### src/rtl/sync_fifo_param.sv
// Parametrised single-clock FIFO with occupancy count, almost-full/empty thresholds,
// sticky overflow/underflow flags and a choice of registered or fall-through read.
module sync_fifo_param #(
  parameter int DATA_W    = 8,
  parameter int DEPTH     = 16,
  parameter int AF_THRESH = 14,
  parameter int AE_THRESH = 2,
  parameter int FWFT      = 0
) (
  input  logic                     clk,
  input  logic                     rst,
  input  logic                     wr_en,
  input  logic [DATA_W-1:0]        wr_data,
  input  logic                     rd_en,
  output logic [DATA_W-1:0]        rd_data,
  output logic                     rd_valid,
  output logic                     full,
  output logic                     empty,
  output logic                     almost_full,
  output logic                     almost_empty,
  output logic [$clog2(DEPTH):0]   count,
  output logic                     overflow,
  output logic                     underflow,
  input  logic                     clr_err
);

  localparam int AW = $clog2(DEPTH);
  localparam int PW = AW + 1;
  localparam logic [AW:0] AF_LIM = PW'(AF_THRESH);
  localparam logic [AW:0] AE_LIM = PW'(AE_THRESH);

  logic [DATA_W-1:0] mem [DEPTH];
  logic [AW:0]       wr_ptr;
  logic [AW:0]       rd_ptr;
  logic [AW-1:0]     wr_idx;
  logic [AW-1:0]     rd_idx;
  logic              wr_acc;
  logic              rd_acc;

  assign wr_idx = wr_ptr[AW-1:0];
  assign rd_idx = rd_ptr[AW-1:0];

  // The extra pointer bit distinguishes a full FIFO from an empty one.
  assign full  = (wr_ptr[AW] != rd_ptr[AW]) && (wr_idx == rd_idx);
  assign empty = (wr_ptr == rd_ptr);

  assign almost_full  = (count >= AF_LIM);
  assign almost_empty = (count <= AE_LIM);

  // A pop frees a slot in the same cycle, so a write into a full FIFO
  // is accepted when it is paired with an accepted read.
  assign rd_acc = rd_en && !empty;
  assign wr_acc = wr_en && (!full || rd_acc);

  // NOTE: storage has no reset; the pointers alone define which entries are valid.
  always_ff @(posedge clk) begin
    if (!rst && wr_acc) begin
      mem[wr_idx] <= wr_data;
    end
  end

  // NOTE: all state registers use non-blocking assignments so every register
  // samples pre-edge values regardless of statement order.
  always_ff @(posedge clk) begin
    if (rst) begin
      wr_ptr    <= '0;
      rd_ptr    <= '0;
      count     <= '0;
      overflow  <= 1'b0;
      underflow <= 1'b0;
    end else begin
      if (wr_acc) wr_ptr <= wr_ptr + 1'b1;
      if (rd_acc) rd_ptr <= rd_ptr + 1'b1;

      case ({wr_acc, rd_acc})
        2'b10:   count <= count + 1'b1;
        2'b01:   count <= count - 1'b1;
        default: count <= count;
      endcase

      // A new error event in the same cycle as clr_err keeps the flag set.
      if (wr_en && !wr_acc)  overflow <= 1'b1;
      else if (clr_err)      overflow <= 1'b0;

      if (rd_en && !rd_acc)  underflow <= 1'b1;
      else if (clr_err)      underflow <= 1'b0;
    end
  end

  generate
    if (FWFT == 0) begin : g_std
      logic [DATA_W-1:0] data_q;
      logic              valid_q;

      always_ff @(posedge clk) begin
        if (rst) begin
          data_q  <= '0;
          valid_q <= 1'b0;
        end else begin
          valid_q <= rd_acc;
          if (rd_acc) data_q <= mem[rd_idx];
        end
      end

      assign rd_data  = data_q;
      assign rd_valid = valid_q;
    end else begin : g_fwft
      // Head of queue is presented directly; only meaningful while rd_valid.
      assign rd_data  = mem[rd_idx];
      assign rd_valid = !empty;
    end
  endgenerate

endmodule
### config.mk
export PLATFORM = sky130hd
export DESIGN_NAME = sync_fifo_param
export DESIGN_NICKNAME = d
export VERILOG_FILES = /design/src/rtl/sync_fifo_param.sv
export SDC_FILE = /design/constraint.sdc
export NUM_CORES = 1
export LEC_CHECK = 0
export ABC_CLOCK_PERIOD_IN_PS = 3800
export BUFFER_PORTS_ARGS = -buffer_cell sky130_fd_sc_hd__clkbuf_2
export CELL_PAD_IN_SITES_DETAIL_PLACEMENT = 1
export CELL_PAD_IN_SITES_GLOBAL_PLACEMENT = 2
export CORE_ASPECT_RATIO = 1.75
export CORE_MARGIN = 2
export CORE_UTILIZATION = 46
export DETAILED_ROUTE_END_ITERATION = 12
export HOLD_SLACK_MARGIN = 0.02
export PLACE_DENSITY_LB_ADDON = 0.1
export SETUP_SLACK_MARGIN = 0.1
export SYNTH_ARGS = -nofsm -noshare
export SYNTH_HDL_FRONTEND = slang
export SYNTH_SLANG_ARGS = --single-unit
### constraint.sdc
create_clock -name clk -period 3.8 [get_ports clk]
set_input_delay 0.76 -clock clk [delete_from_list [all_inputs] [get_ports clk]]
set_output_delay 0.76 -clock clk [all_outputs]
set_load 0.01 [all_outputs]
Word-level counts from Yosys, hierarchy flattened:

Memories as Yosys holds them, arrays and structs flattened. A register that Yosys moved wholly into a read port is not among the register bits.
Index checks and enable logic that the tools add are counted.

* register bits after elaboration: 18
* bits in writable memories: 128
* output and inout port bits: 20
* input port bits: 13
* memories: 1

* $add $sub $neg: 4
* reductions and logical operators: 15
* magnitude comparators: 2
* equality and inequality tests: 5
* multiplexer cells: 6

Memories
* mem: depth 16, bits a word 8, rd ports 1, clocked after Yosys merged registers in 1, write ports 1, line 32 `logic [DATA_W-1:0] mem [DEPTH];`

Operator list (number)
* $add A5 B1 Y5 const B: 3
* $pmux W5 S2: 1
* $logic_and A1 B1 Y1: 6
* $reduce_bool A2 Y1: 3
* $eq A5 B5 Y1: 1
* $ge A5 B4 Y1 const B: 1
* $le A5 B2 Y1 const B: 1
* $logic_not A1 Y1: 5
* $mux W1: 5
* $sub A5 B1 Y5 const B: 1
* $eq A4 B4 Y1: 1
* $eq A2 B1 Y1 const B: 1
* $eq A2 B2 Y1 const B: 1
* $logic_or A1 B1 Y1: 1
* $ne A1 B1 Y1: 1

Longest topological paths before layout:

* depth in word-level cells: 8
* gate-level depth with buffers: 11
* depth with buffers taken out: 10

Worst setup path before layout:

Ideal clock, no wire load.

* kind: input port to flip-flop
* start point: in rd_en
* end point: reg count[4]
* required time: 3.679 ns
* data arrival time: 2.793 ns
* cell stages on the path: 9
* slack: 0.886 ns
* library setup time: 0.121 ns
* buffers on the path: 1
* cell sequence: clkbuf_1 > nor2b_1 > o21ai_4 > inv_4 > ha_1 > a21o_1 > a21oi_1 > mux2i_4 > mux2_4

* word-level cells in the longest chain between the ends: 5
* elaborated cells on any way between the ends: 7
* classes of those cells: 2 x eq/ne; 1 x mux; 4 x reduce/logical

Ends and longest elaborated chain
* start, declared: line 14 `input logic rd_en,`
* $logic_and A1 B1 Y1 (*): line 52 `assign rd_acc = rd_en && !empty;`
* $logic_or A1 B1 Y1: line 53 `assign wr_acc = wr_en && (!full || rd_acc);`
* $logic_and A1 B1 Y1: line 53
* $eq A2 B1 Y1 or $eq A2 B2 Y1 (tied branches): line 75 `case ({wr_acc, rd_acc})`
* $pmux W5 S2 or $reduce_bool A2 Y1 (tied branches)
* end signal, assigned: line 76 `2'b10: count <= count + 1'b1;`
* end signal, assigned: line 77 `2'b01: count <= count - 1'b1;`
* end signal, assigned: line 78 `default: count <= count;`
* end, declared: line 21 `output logic [$clog2(DEPTH):0] count,`

Every way passes the cells marked *; elsewhere a longest branch is shown, timed or not.
A chain may end at the register's enable or synchronous reset.

Worst setup path in the final report:

* start point: reg wr_ptr[3]
* end point: reg count[4]

* word-level cells in the longest chain between the ends: 7
* elaborated cells on any way between the ends: 12
* classes of those cells: 4 x eq/ne; 1 x mux; 7 x reduce/logical

Ends and longest elaborated chain
* start, declared: line 33 `logic [AW:0] wr_ptr;`
* start signal, assigned: line 72 `if (wr_acc) wr_ptr <= wr_ptr + 1'b1;`
* $eq A5 B5 Y1 or $eq A4 B4 Y1 (tied branches): line 45, 44
* $logic_not A1 Y1 or $logic_and A1 B1 Y1 (tied branches): line 52, 44
* $logic_and A1 B1 Y1 or $logic_not A1 Y1 (tied branches): line 52, 53
* $logic_or A1 B1 Y1: line 53
* $logic_and A1 B1 Y1: line 53
* $eq A2 B1 Y1 or $eq A2 B2 Y1 (tied branches): line 75
* $pmux W5 S2 or $reduce_bool A2 Y1 (tied branches)

Several ways; a longest one is shown, not always the timed one.

==> results.yml <==
place:
  dp_hpwl_um: 9517
  gp_congestion: 0.7439
  place_area_um2: 6675
  dp_slack_ps: 825.9
  placed_cells: 564
  numPortBuffers: 32
clocking:
  cts_inserted_buffers: 17
  root_buffer: "clkbuf_16"
  cts_resized: 0
  cts_tree: "done"
  htreeDepth: 4
  clock_latency_ps: 430
  postCtsSetupRepairBufs: 0
  numClockSinks: 154
  holdBufCountCts: 0
  max-clock-path-buffers: 2
  path_clk_slew_ps: 70
floorplanning:
  dieArea_um2: 14750
  fp.coreArea_um2: 13450
  fp-row-count: 56
  start_util_pct: 47.03
  die_y_um: 159.2
  io_pins: 33
  die_w_um: 92.66
synthesis:
  syn-mean-instance-area_um2: 17.19
  synth_cell_types: 46
  yosys_warnings: 0
  synth-edff-count: 128
  synth_top_family_by_area: "multiplexers"
  synth_compound_area_share_pct: 6.585
  yosys_register_bits: 154
  synthMuxAreaShare_pct: 12.54
  synthSimpleGateAreaFrac_pct: 5.754
  syn_inst: 368
  synth_async_sr_flop_share_pct: 0
  synth_adder_area_share_pct: 1.898
  synth_seq_area_share_pct: 68.97
  synth_nets: 390
  synth_area_um2: 6327
  synth-xor-area-share_pct: 2.175
  ys.flop_type: "edfxtp_1"
route:
  wl_per_cell_um: 23.59
  vias: 3355
  first_pass_iters: 4
  drcViolationCount: 0
  drt-total-wl_um: 14060
  viasPerCell: 5.629
  drtAntennaViolNets: 0
  drt_iter0_drc: 133
final_layout:
  syn2layout_area_growth_pct: 15.09
  layout-drive-gt1-share_pct: 28.91
  final_cell_mix: "128 x edfxtp_1, 32 x mux4_2, 32 x clkbuf_2, 27 x nor2_1, 25 x dfxtp_1"
  fin_util_pct: 54.13
  multi_input_area_um2: 1832
  final_common_cell: "edfxtp_1"
  fill_cells: 1249
  diodes: 0
  layout.cells.non_filler: 596
  num-nets-final: 431
  seq_area_um2: 4365
  final_area_um2: 7282
setup_path:
  criticalPathCategory: "reg -> reg"
  arrival_ps: 3310
  cp_max_fo: 10
  cp-end-kind: "flop"
  r2r_slack_ps: 810
  timing.rr.end: "count[4]$_SDFFE_PP0P_"
  start_kind: "flop"
  cp.required_ps: 4120
  reg2reg_from: "wr_ptr[3]$_SDFFE_PP0P_"
  r2r_cells: 9
flow_run:
  maxCapViolations: 0
sta:
  finalCritPeriodShare_pct: 78.76
  hold_slack_ps: 460.4
  finalSetupViolCount: 0
  fmax_ghz: 0.3341
  timing.final.max_slew_violations: 0
  final.setup.tns_ps: 0
  finalHoldViolCount: 0
  rsz0062_at_grt: "no"
  worstMarginPinSlew_ps: 1084
  fin_crit_ps: 2993
  fin_skew_ps: 13.09
  finalWorstSetupSlack_ps: 807.0
  slew_headroom_pct: 27.71
global_routing:
  grt_pass1_vias: 3706
  overflow: 0
  antenna_found_initial: 0
  grt_usage_pct: 20.79
  grt_pass1_wl_um: 22180
  grt_max_degree: 36
status:
  status: "finished, final reports clean"
hold_path:
  hold_path.startpoint: "rd_data[3]$_SDFFE_PP0P_"
  hold_path_depth: 2
  whs_endpoint: "rd_data[3]$_SDFFE_PP0P_"
  hold_path_class: "reg -> reg"
power:
  power.density_cell_area_nw_per_um2: 576.4
  peakVddDrop_mv: 0.4191
  totalPowerFinal_mw: 4.197
  p_leak_nw: 2.443
-- synthesized netlist by cell type (all sizes together), types with 2 or more instances --
master,instances,area (µm²)
o31ai,3,36.28
clkbuf,9,35.03
xnor2,7,76.32
o21a,2,15.01
inv,4,17.52
nor2,27,101.4
nand4,5,46.29
nand2,11,41.29
a21o,10,75.07
and2,2,12.51
buf,12,78.82
mux4,32,720.7
nor3,8,40.04
nand2b,2,12.51
edfxtp,128,3844
o211ai,2,15.01
ha,8,100.1
a21oi,16,80.08
nor2b,7,43.79
nand3,5,25.02
mux2,2,30.03
mux2i,3,42.54
dfxtp,26,520.5
xor2,7,61.31
a22oi,16,120.1
o21ai,5,40.04
-- per-layer routing --
| layer | up-vias | global-route usage, % | part of all wire, % |
|---|---|---|---|
| met5 | - | 0 | 0 |
| met4 | 0 | 7.821 | 2.1 |
| met1 | 1739 | 24.26 | 39 |
| met2 | 63 | 37.86 | 56 |
| li1 | 1531 | - | - |
| met3 | 22 | 3.455 | 2.4 |
-- power breakdown --
group | switching (mW) | internal, mW
Combinational | 0.334 | 0.276
Sequential | 0.0414 | 1.87
Clock | 0.785 | 0.888
Total | 1.16 | 3.04
-- state kept, by name, summed over array words and instances (netlist names) --
name and count:
wr_ptr 5, overflow 1, underflow 1, rd_data 8
rd_ptr 5, count 5, rd_valid 1, mem 128
-- kinds of logic after synthesis --
group | count (synthesis)
AO/OA/AOI/OAI | 58
XOR/XNOR | 14
adder cells (fa/ha/maj) | 9
buffers and inverters | 25
flip-flops | 154
multiplexers | 37
AND/OR/NAND/NOR | 71
-- final cells by class --
cell class / instances / share of cell area, %
flip-flops and latches: 154 / 59.95
clock buffers: 17 / 5.842
inverters: 4 / 0.2405
multi-input cells: 189 / 25.15
clock inverters: 15 / 2.491
repair buffers: 43 / 3.333
well taps: 174 / 2.990
-- worst max-delay path by stage --
stage                            from                     to  cells after the start
3_5_place_dp   wr_ptr[3]$_SDFFE_PP0P_  count[4]$_SDFFE_PP0P_                      9
3_3_place_gp                    rd_en  count[4]$_SDFFE_PP0P_                      9
4_1_cts        wr_ptr[3]$_SDFFE_PP0P_  count[4]$_SDFFE_PP0P_                      9
2_1_floorplan                   rd_en  count[4]$_SDFFE_PP0P_                      9
6_report       wr_ptr[3]$_SDFFE_PP0P_  count[4]$_SDFFE_PP0P_                      9
5_1_grt        wr_ptr[3]$_SDFFE_PP0P_  count[4]$_SDFFE_PP0P_                      9
-- critical path: stages (launching register included) --
cell,delay [ps]
dfxtp_1,520
xnor2_1,240
nand4_4,260
o21ai_4,280
inv_4,100
fa_1,420
a21o_1,200
a21oi_1,270
mux2i_4,290
mux2_4,310
No activity file was read; power rests on OpenSTA's default activity.
